**src/rtl/tick_gen_pkg.sv**
```systemverilog
// Shared types and helpers for the programmable tick generator.
package tick_gen_pkg;

    localparam int DIV_W_DEF = 16;
    localparam int MAX_W = 32;

    typedef logic [DIV_W_DEF-1:0] ratio_t;

    // Rounded-up half of n, one bit wider so n = all-ones cannot overflow.
    function automatic logic [MAX_W:0] half_up(input logic [MAX_W-1:0] n);
        return ({1'b0, n} + 1'b1) >> 1;
    endfunction

endpackage

```
**src/rtl/tick_channel.sv**
```systemverilog
// One divide-by-N channel: period counter, active/pending ratio, Tick and Square.
module tick_channel
    import tick_gen_pkg::*;
#(
    parameter int DIV_W = DIV_W_DEF
) (
    input  logic             clk,
    input  logic             rst_n,
    input  logic             pe,
    input  logic             sync,
    input  logic             load,
    input  logic [DIV_W-1:0] ratio,
    output logic             tick,
    output logic             square,
    output logic             pending
);

    logic [DIV_W-1:0] cnt;
    logic [DIV_W-1:0] act;
    logic [DIV_W-1:0] pend_ratio;
    logic [DIV_W-1:0] cnt_nx;
    logic [DIV_W-1:0] act_nx;
    logic [DIV_W-1:0] pend_ratio_nx;
    logic             pend_nx;
    logic             tick_nx;
    logic             square_nx;
    logic [DIV_W:0]   half;
    logic             running;
    logic             wrap;

    assign running = (act != '0);
    assign wrap    = (cnt == act - 1'b1);

    always_comb begin
        cnt_nx        = cnt;
        act_nx        = act;
        pend_ratio_nx = pend_ratio;
        pend_nx       = pending;
        tick_nx       = 1'b0;
        if (sync) begin
            cnt_nx  = '0;
            pend_nx = 1'b0;
            if (load) begin
                act_nx = ratio;
            end else if (pending) begin
                act_nx = pend_ratio;
            end
        end else if (!running) begin
            cnt_nx = '0;
            if (load) begin
                act_nx = ratio;
            end
        end else begin
            if (pe) begin
                if (wrap) begin
                    cnt_nx  = '0;
                    tick_nx = 1'b1;
                    if (pending) begin
                        act_nx  = pend_ratio;
                        pend_nx = 1'b0;
                    end
                end else begin
                    cnt_nx = cnt + 1'b1;
                end
            end
            // A new ratio waits for the end of the current period.
            if (load) begin
                pend_ratio_nx = ratio;
                pend_nx       = 1'b1;
            end
        end
        half      = (DIV_W+1)'(half_up(MAX_W'(act_nx)));
        square_nx = (act_nx != '0) && ({1'b0, cnt_nx} < half);
    end

    always_ff @(posedge clk or negedge rst_n) begin
        if (!rst_n) begin
            cnt        <= '0;
            act        <= '0;
            pend_ratio <= '0;
            pending    <= 1'b0;
            tick       <= 1'b0;
            square     <= 1'b0;
        end else begin
            cnt        <= cnt_nx;
            act        <= act_nx;
            pend_ratio <= pend_ratio_nx;
            pending    <= pend_nx;
            tick       <= tick_nx;
            square     <= square_nx;
        end
    end

endmodule

```
**src/rtl/programmable_tick_generator.sv**
```systemverilog
// NUM_CH programmable tick channels sharing one prescaler and restart.
module programmable_tick_generator
    import tick_gen_pkg::*;
#(
    parameter int NUM_CH   = 3,
    parameter int DIV_W    = DIV_W_DEF,
    parameter int PRESCALE = 1
) (
    input  logic                    SysClock,
    input  logic                    Reset,
    input  logic                    Enable,
    input  logic                    Sync,
    input  logic [NUM_CH*DIV_W-1:0] Ratio,
    input  logic [NUM_CH-1:0]       Load,
    output logic [NUM_CH-1:0]       Tick,
    output logic [NUM_CH-1:0]       Square,
    output logic [NUM_CH-1:0]       Pending
);

    localparam int PW = (PRESCALE > 1) ? $clog2(PRESCALE) : 1;
    localparam logic [PW-1:0] PLAST = PW'(PRESCALE - 1);

    logic [PW-1:0] pcnt;
    logic          pe;

    assign pe = Enable && (pcnt == PLAST);

    always_ff @(posedge SysClock or negedge Reset) begin
        if (!Reset) begin
            pcnt <= '0;
        end else if (Sync) begin
            pcnt <= '0;
        end else if (Enable) begin
            pcnt <= (pcnt == PLAST) ? '0 : pcnt + 1'b1;
        end
    end

    for (genvar i = 0; i < NUM_CH; i++) begin : g_ch
        tick_channel #(
            .DIV_W(DIV_W)
        ) u_ch (
            .clk    (SysClock),
            .rst_n  (Reset),
            .pe     (pe),
            .sync   (Sync),
            .load   (Load[i]),
            .ratio  (Ratio[i*DIV_W +: DIV_W]),
            .tick   (Tick[i]),
            .square (Square[i]),
            .pending(Pending[i])
        );
    end

endmodule

```
**config.mk**
```make
export PLATFORM = sky130hd
export DESIGN_NAME = programmable_tick_generator
export DESIGN_NICKNAME = d
export VERILOG_FILES = /design/src/rtl/tick_gen_pkg.sv /design/src/rtl/tick_channel.sv /design/src/rtl/programmable_tick_generator.sv
export SDC_FILE = /design/constraint.sdc
export NUM_CORES = 1
export LEC_CHECK = 0
export BUFFER_PORTS_ARGS = -buffer_cell sky130_fd_sc_hd__buf_2
export CORE_MARGIN = 2
export CORE_UTILIZATION = 51
export CTS_CLUSTER_DIAMETER = 50
export DETAILED_ROUTE_END_ITERATION = 10
export GPL_ROUTABILITY_DRIVEN = 0
export PLACE_DENSITY = 0.67
export SLEW_MARGIN = 20
export SYNTH_ARGS = -nofsm -noshare
export SYNTH_HDL_FRONTEND = slang
export SYNTH_SLANG_ARGS = --single-unit
```
**constraint.sdc**
```tcl
create_clock -name SysClock -period 4.7 [get_ports SysClock]
set_input_delay 0.705 -clock SysClock [delete_from_list [all_inputs] [get_ports SysClock]]
set_output_delay 0.705 -clock SysClock [all_outputs]
set_load 0.02 [all_outputs]
```
* After elaboration in Yosys (flattened, before gate mapping) *
Cells that the tools add are included.

cells by class
  add/subtract/negate cells = 10
  order comparisons = 3
  eq/ne operators = 3
  reductions and logical operators = 26
  bitwise logic cells = 2
  mux-type cells = 63

operators by type and width
  operator                                                              number
  16-bit two-way mux                                                    33
  16-bit nonzero test                                                   6
  16-bit by 1-bit adder with 17-bit output, second input constant       3
  16-bit by 17-bit less-than comparator with 1-bit output               3
  16-bit by 1-bit adder with 16-bit output, second input constant       3
  16-bit == test                                                        3
  16-bit by 1-bit subtractor with 16-bit output, second input constant  3
  1-bit two-way mux                                                     30
  3-bit AND reduction                                                   6
  3-bit nonzero test                                                    6
  2-bit nonzero test                                                    4
  1-bit logical AND                                                     4
  1-bit NOT                                                             2
  1-bit adder, second input constant                                    1

word-level totals
  output and inout bits = 9
  logic and storage cells = 126
  register bits after elaboration = 154

* Longest topological paths before layout *
  word-level depth = 9
  gate-level depth with buffers = 25
  gate-level depth less buffers = 24

* Cells and area by module *
From an unflattened synthesis, not the netlist that was laid out.

second synthesis, totals
  cell total of the unflattened synthesis = 1487
  area total of the unflattened synthesis = 12731.0 um2

by module, submodules not included
  module                        cells each  sequential area each (um2)  area each (um2)  instances
  tick_channel at g_ch[1].u_ch  529         1276.2                      4410.5           1
  tick_channel at g_ch[2].u_ch  477         1276.2                      4236.6           1
  tick_channel at g_ch[0].u_ch  481         1276.2                      4083.9           1

* Worst setup path after synthesis *
Ideal clock, no wire load.

  path kind = register to register
  start point = register g_ch[2].u_ch.act[0]
  end point = register g_ch[2].u_ch.square
  required time = 4612 ps
  clock period less this slack = 5015 ps
  arrival time = 4926 ps
  stages on the path, launching flop included = 25
  slack = -315 ps
  setup time = 88 ps
  cells stage by stage = dfrtp_1 -> buf_2 -> inv_1 -> ha_1 -> nor3b_1 -> and3_1 -> o2111ai_1 -> or4_1 -> clkbuf_2 -> or3_4 -> buf_6 -> a211oi_4 -> ha_1 -> nand2_1 -> xnor2_1 -> ha_1 -> a21o_1 -> a21o_1 -> a21oi_1 -> nor2b_1 -> o21ai_0 -> nand2b_1 -> a221oi_1 -> o31ai_1 -> a41oi_1

between the ends
  longest elaborated chain between the ends = 9
  elaborated cells on any way between the ends = 18

ends and longest elaborated chain
  what                                                     line                source
  from (decl)                                              tick_channel.sv:19  logic [DIV_W-1:0] act;
  from (signal assigned)                                   tick_channel.sv:86  act <= act_nx;
  16-bit by 1-bit subtractor with 16-bit output            tick_channel.sv:32  assign wrap = (cnt == act - 1'b1);
  16-bit == test                                           tick_channel.sv:32
  16-bit two-way mux                                       tick_channel.sv:55  if (wrap) begin
  16-bit two-way mux                                       tick_channel.sv:54  if (pe) begin
  16-bit two-way mux                                       tick_channel.sv:48  end else if (!running) begin
  16-bit two-way mux (*)                                   tick_channel.sv:40  if (sync) begin
  named net g_ch[2].u_ch.act_nx[0]                         tick_channel.sv:22  logic [DIV_W-1:0] act_nx;
  16-bit by 1-bit adder with 17-bit output                 tick_gen_pkg.sv:11  return ({1'b0, n} + 1'b1) >> 1;
  16-bit by 17-bit less-than comparator with 1-bit output  tick_channel.sv:73  square_nx = (act_nx != '0) && ({1'b0, cnt_nx} < half);
  1-bit logical AND (*)                                    tick_channel.sv:73
  named net g_ch[2].u_ch.square_nx                         tick_channel.sv:26  logic square_nx;
  to (signal assigned)                                     tick_channel.sv:90  square <= square_nx;
  to (decl)                                                tick_channel.sv:14  output logic square,

Mark *: on every way through the listed nets, which the timed path passes. The rest lies on a longest branch.
A chain may end at the register's enable or synchronous reset.

* Worst setup path after layout *
  start point = register g_ch[0].u_ch.act[1]
  end point = register g_ch[0].u_ch.square

between the ends
  longest elaborated chain between the ends = 9
  elaborated cells on any way between the ends = 18

ends and longest elaborated chain
  what                                                     line
  from (decl)                                              tick_channel.sv:19
  from (signal assigned)                                   tick_channel.sv:86
  16-bit by 1-bit subtractor with 16-bit output            tick_channel.sv:32
  16-bit == test                                           tick_channel.sv:32
  16-bit two-way mux                                       tick_channel.sv:55
  16-bit two-way mux                                       tick_channel.sv:54
  16-bit two-way mux                                       tick_channel.sv:48
  16-bit two-way mux (*)                                   tick_channel.sv:40
  named net g_ch[0].u_ch.act_nx[1]                         tick_channel.sv:22
  16-bit by 1-bit adder with 17-bit output                 tick_gen_pkg.sv:11
  16-bit by 17-bit less-than comparator with 1-bit output  tick_channel.sv:73
  1-bit logical AND (*)                                    tick_channel.sv:73
  named net g_ch[0].u_ch.square_nx                         tick_channel.sv:26
  to (signal assigned)                                     tick_channel.sv:90
  to (decl)                                                tick_channel.sv:14

Marked as above.

==> metrics.md <==
| Metric | Value |
|---|---|
| Mean post-synth cell area | `around 8.9 um2` |
| CTS sink cnt | `about 150` |
| Largest net degree at the start of global routing | `75` |
| Drt first pass iters | `8` |
| Die height | `159.5 um` |
| Pleak | `between 6 and 7 nW` |
| Placed Cells | `roughly 1900` |
| Yosys cell types | `around 90` |
| CTS H-tree lvls | `4` |
| Slew at the pin closest to its max-slew limit | `between 0.7 and 0.8 ns` |
| Final hold vios | `0` |
| Crit path DAT | `approximately 5.3 ns` |
| Initial antenna violation count | `0` |
| Gr usage total | `0.2943` |
| Main synth FF type | `dfrtp_1` |
| Wire per inst | `approximately 19 um` |
| Global-route wire length before repair | `60730 um` |
| Worst-Skew Late Latency | `0.44 ns` |
| WP buf/inv | `3` |
| Final setup viols | `2` |
| Crit end category | `register` |
| Cell Count, Final, Fillers Out | `~2000` |
| F_max | `0.2030 GHz` |
| Slew Limit Fails | `0` |
| Post-route clock period utilization | `1.048` |
| Area Overhead vs Synth | `29.66%` |
| YS warnings | `0` |
| Crit path max fanout | `6` |
| Synthesized cell area | `roughly 0.012 mm2` |
| Cells after Synth | `1392` |
| CORE AREA | `0.02361 mm2` |
| # Max-Cap Violations | `0` |
| DR vias/cell | `between 6 and 7` |
| Initial Util | `0.5221` |
| Setup ws final | `-0.2262 ns` |
| HPWL Detailed | `~29000 um` |
| CP max stage cell | `or4_4` |
| TritonCTS clock tree | `yes` |
| Post-route ant nets | `0` |
| Critical-path cell list | `buf_4 -> or4_4 -> nor3_4 -> and4_1 -> o22ai_2 -> or4_4 -> buf_4 -> o211ai_1 -> o211ai_1 -> nand4_1 -> buf_4 -> nand2_1 -> ha_1 -> a21oi_1 -> nor2b_1 -> o21ai_0 -> nand2b_1 -> a221oi_2 -> o211ai_1 -> a21boi_0 -> a31oi_1` |
| Async set-reset flop share out of synthesis | `1.000` |
| # nets final | `1786` |
| Clock Skew | `0.01140 ns` |
| Worst min path class | `primary input to async pin` |
| Antenna cell count | `0` |
| Drt total wl | `38170 um` |
| Post-layout minimum cycle time | `approximately 4.9 ns` |
| Status | `complete, but fails checks` |
| Num CTS Buffers | `17` |
| Die footprint | `around 0.025 mm2` |
| Final TNS setup | `-0.4048 ns` |
| Violated checks | `setup timing` |
| Num rows | `56` |
| Crit path largest cell delay | `just under 0.6 ns` |
| Seq/Total Area, Yosys | `0.3105` |
| Total gr overflow | `0` |
| Routed via count | `~12000` |
| WS Path Type | `register to register` |
| Top Ports | `64` |
| Post-synthesis register bit count | `153` |
| Longest Clk Path Bufs | `2` |
| Startpoint class of the critical path | `register` |
| Syn_nets | `about 1500` |
| Pwr dens | `between 200 and 300 mW/mm2` |
| Family with the most delay on the worst path | `simple AND/OR/NAND/NOR gates` |
| Vias in the first global route | `between 10000 and 15000` |
| Worst IR Drop VDD | `0.0001666 V` |
| RSZ-0062 raised after global routing | `yes` |
| Slew margin rel. | `0.4855` |
| Req. time, crit path | `roughly 5 ns` |
| Clk slew on worst S/H paths | `about 0.070 ns` |
| DR iter-0 viols | `a little over 1000` |
| Share of cells above drive strength 1 | `0.3426` |
| Number of synthesized flops with an enable pin | `0` |
| DRC errors left | `0` |
| Die width | `around 160 um` |
| Clock tree root buffer cell | `clkbuf_16` |
| I/O Buffers | `63` |
-- flip-flops by register name (all words and copies together) (netlist names) --
register and count:
g_ch.u_ch.act 48, g_ch.u_ch.cnt 48, g_ch.u_ch.pend_ratio 48, g_ch.u_ch.pending 3, g_ch.u_ch.square 3, g_ch.u_ch.tick 3
-- cell usage after synthesis, types with 9 or more instances --
cell / instances / share of area
dfrtp_1: 153 / 0.31
nor2_1: 142 / 0.043
xnor2_1: 87 / 0.062
nand2_1: 86 / 0.026
mux2_2: 70 / 0.064
o21ai_0: 70 / 0.028
nand3_1: 67 / 0.027
ha_1: 59 / 0.060
clkbuf_1: 58 / 0.018
xor2_1: 54 / 0.038
nand4_1: 46 / 0.023
a21oi_1: 45 / 0.018
inv_1: 41 / 0.012
nand2b_1: 28 / 0.014
mux2i_1: 22 / 0.018
nor4_1: 22 / 0.011
and3_1: 20 / 0.010
nor3_1: 20 / 0.0081
o211ai_1: 19 / 0.012
nor2b_1: 16 / 0.0081
a31oi_1: 15 / 0.0076
a21o_1: 13 / 0.0079
buf_2: 13 / 0.0053
or4_1: 12 / 0.0073
a221oi_1: 10 / 0.0071
or3_1: 10 / 0.0051
buf_4: 9 / 0.0055
nor4b_1: 9 / 0.0064
-- layout make-up --
type	count	area [um2]
clock inverter	11	100.1
inverter	41	153.9
timing repair buffer	349	2496
sequential	153	3829
multi-input combinational	1110	8562
clock buffer	20	446.7
fill	1912	7626
tap	319	399.1
-- logic make-up (layout without fill, tap and decap cells) --
kind of cell | after synthesis | count (layout) | share of synthesized area
and+or+nand+nor | 544 | 544 | 0.2418
AOI/OAI and AO/OA | 274 | 274 | 0.1605
DFF | 153 | 153 | 0.3105
xor gates and xnor gates | 141 | 141 | 0.1002
buffers and inverters | 129 | 421 | 0.04526
muxes | 92 | 92 | 0.08179
adders and majority gates | 59 | 59 | 0.05987
-- stage by stage --
| stage | area [um2] | util | hold slack, ns | power, W | setup slack [ns] |
|---|---|---|---|---|---|
| global placement | 14760 | 0.6251 | 0.4873 | 0.002952 | -0.2190 |
| CTS | 15640 | 0.6621 | 0.3135 | 0.004361 | -0.2471 |
| global route | 15990 | 0.6770 | 0.3366 | 0.004644 | -0.4898 |
| floorplan | 12550 | - | 0.4094 | 0.002391 | -0.07344 |
| finish | 15990 | 0.6770 | 0.2740 | 0.004437 | -0.2262 |
| detailed placement | 14760 | 0.6251 | 0.4913 | 0.002988 | -0.3284 |
-- metal layers --
metal / global-route usage / wire (um) / vias up
met3: 0.04532 / 2200 / 89
met1: 0.3945 / 16560 / 5878
met4: 0.1066 / 1180 / 0
li1: - / - / 5684
met2: 0.4833 / 18230 / 466
met5: 0 / 0 / -
-- power by group --
group          total [W]  switching (W)  internal [W]  leakage (nW)
Combinational    0.00156       0.000814      0.000745          4.72
Clock            0.00132       0.000584      0.000738         0.254
Sequential       0.00155       0.000114       0.00144          1.91
Total            0.00444        0.00151       0.00292          6.88
-- path summary, 6_finish.rpt --
path / from / to / slack, ns / cells past startpoint
max: g_ch[0].u_ch.act[1] / g_ch[0].u_ch.square / -0.23 / 21
min: Reset / g_ch[2].u_ch.pend_ratio[13] / 0.27 / 1
max reg2reg: g_ch[0].u_ch.act[1] / g_ch[0].u_ch.square / -0.23 / 21
min reg2reg: g_ch[2].u_ch.pend_ratio[9] / g_ch[2].u_ch.pend_ratio[9] / 0.50 / 1
max in group asynchronous: Reset / g_ch[0].u_ch.act[1] / 3.39 / 2
min in group SysClock: g_ch[2].u_ch.pend_ratio[9] / g_ch[2].u_ch.pend_ratio[9] / 0.50 / 1
-- what timing repair did --
item                                    CTS  global route
resized for setup                        39            41
gates cloned                              0             0
buffers inserted                         18            15
hold buffers                              0             0
endpoints found under the setup margin    3             3
pin swaps                                45            41
-- cell usage in the layout, fill, tap and decap left out, types with 19 or more instances in the layout --
cell      netlist  final
inv_1          41     35
and3_1         20     20
nand4_1        46     46
xor2_1         54     54
nand3_1        67     60
dfrtp_1       153    153
buf_4           9    281
xnor2_1        87     82
mux2_2         70     70
ha_1           59     52
nor2_1        142    142
nand2b_1       28     28
a21oi_1        45     40
o211ai_1       19     19
mux2i_1        22     22
o21ai_0        70     63
buf_2          13     62
nand2_1        86     85
(Power assumes the default switching activity.)
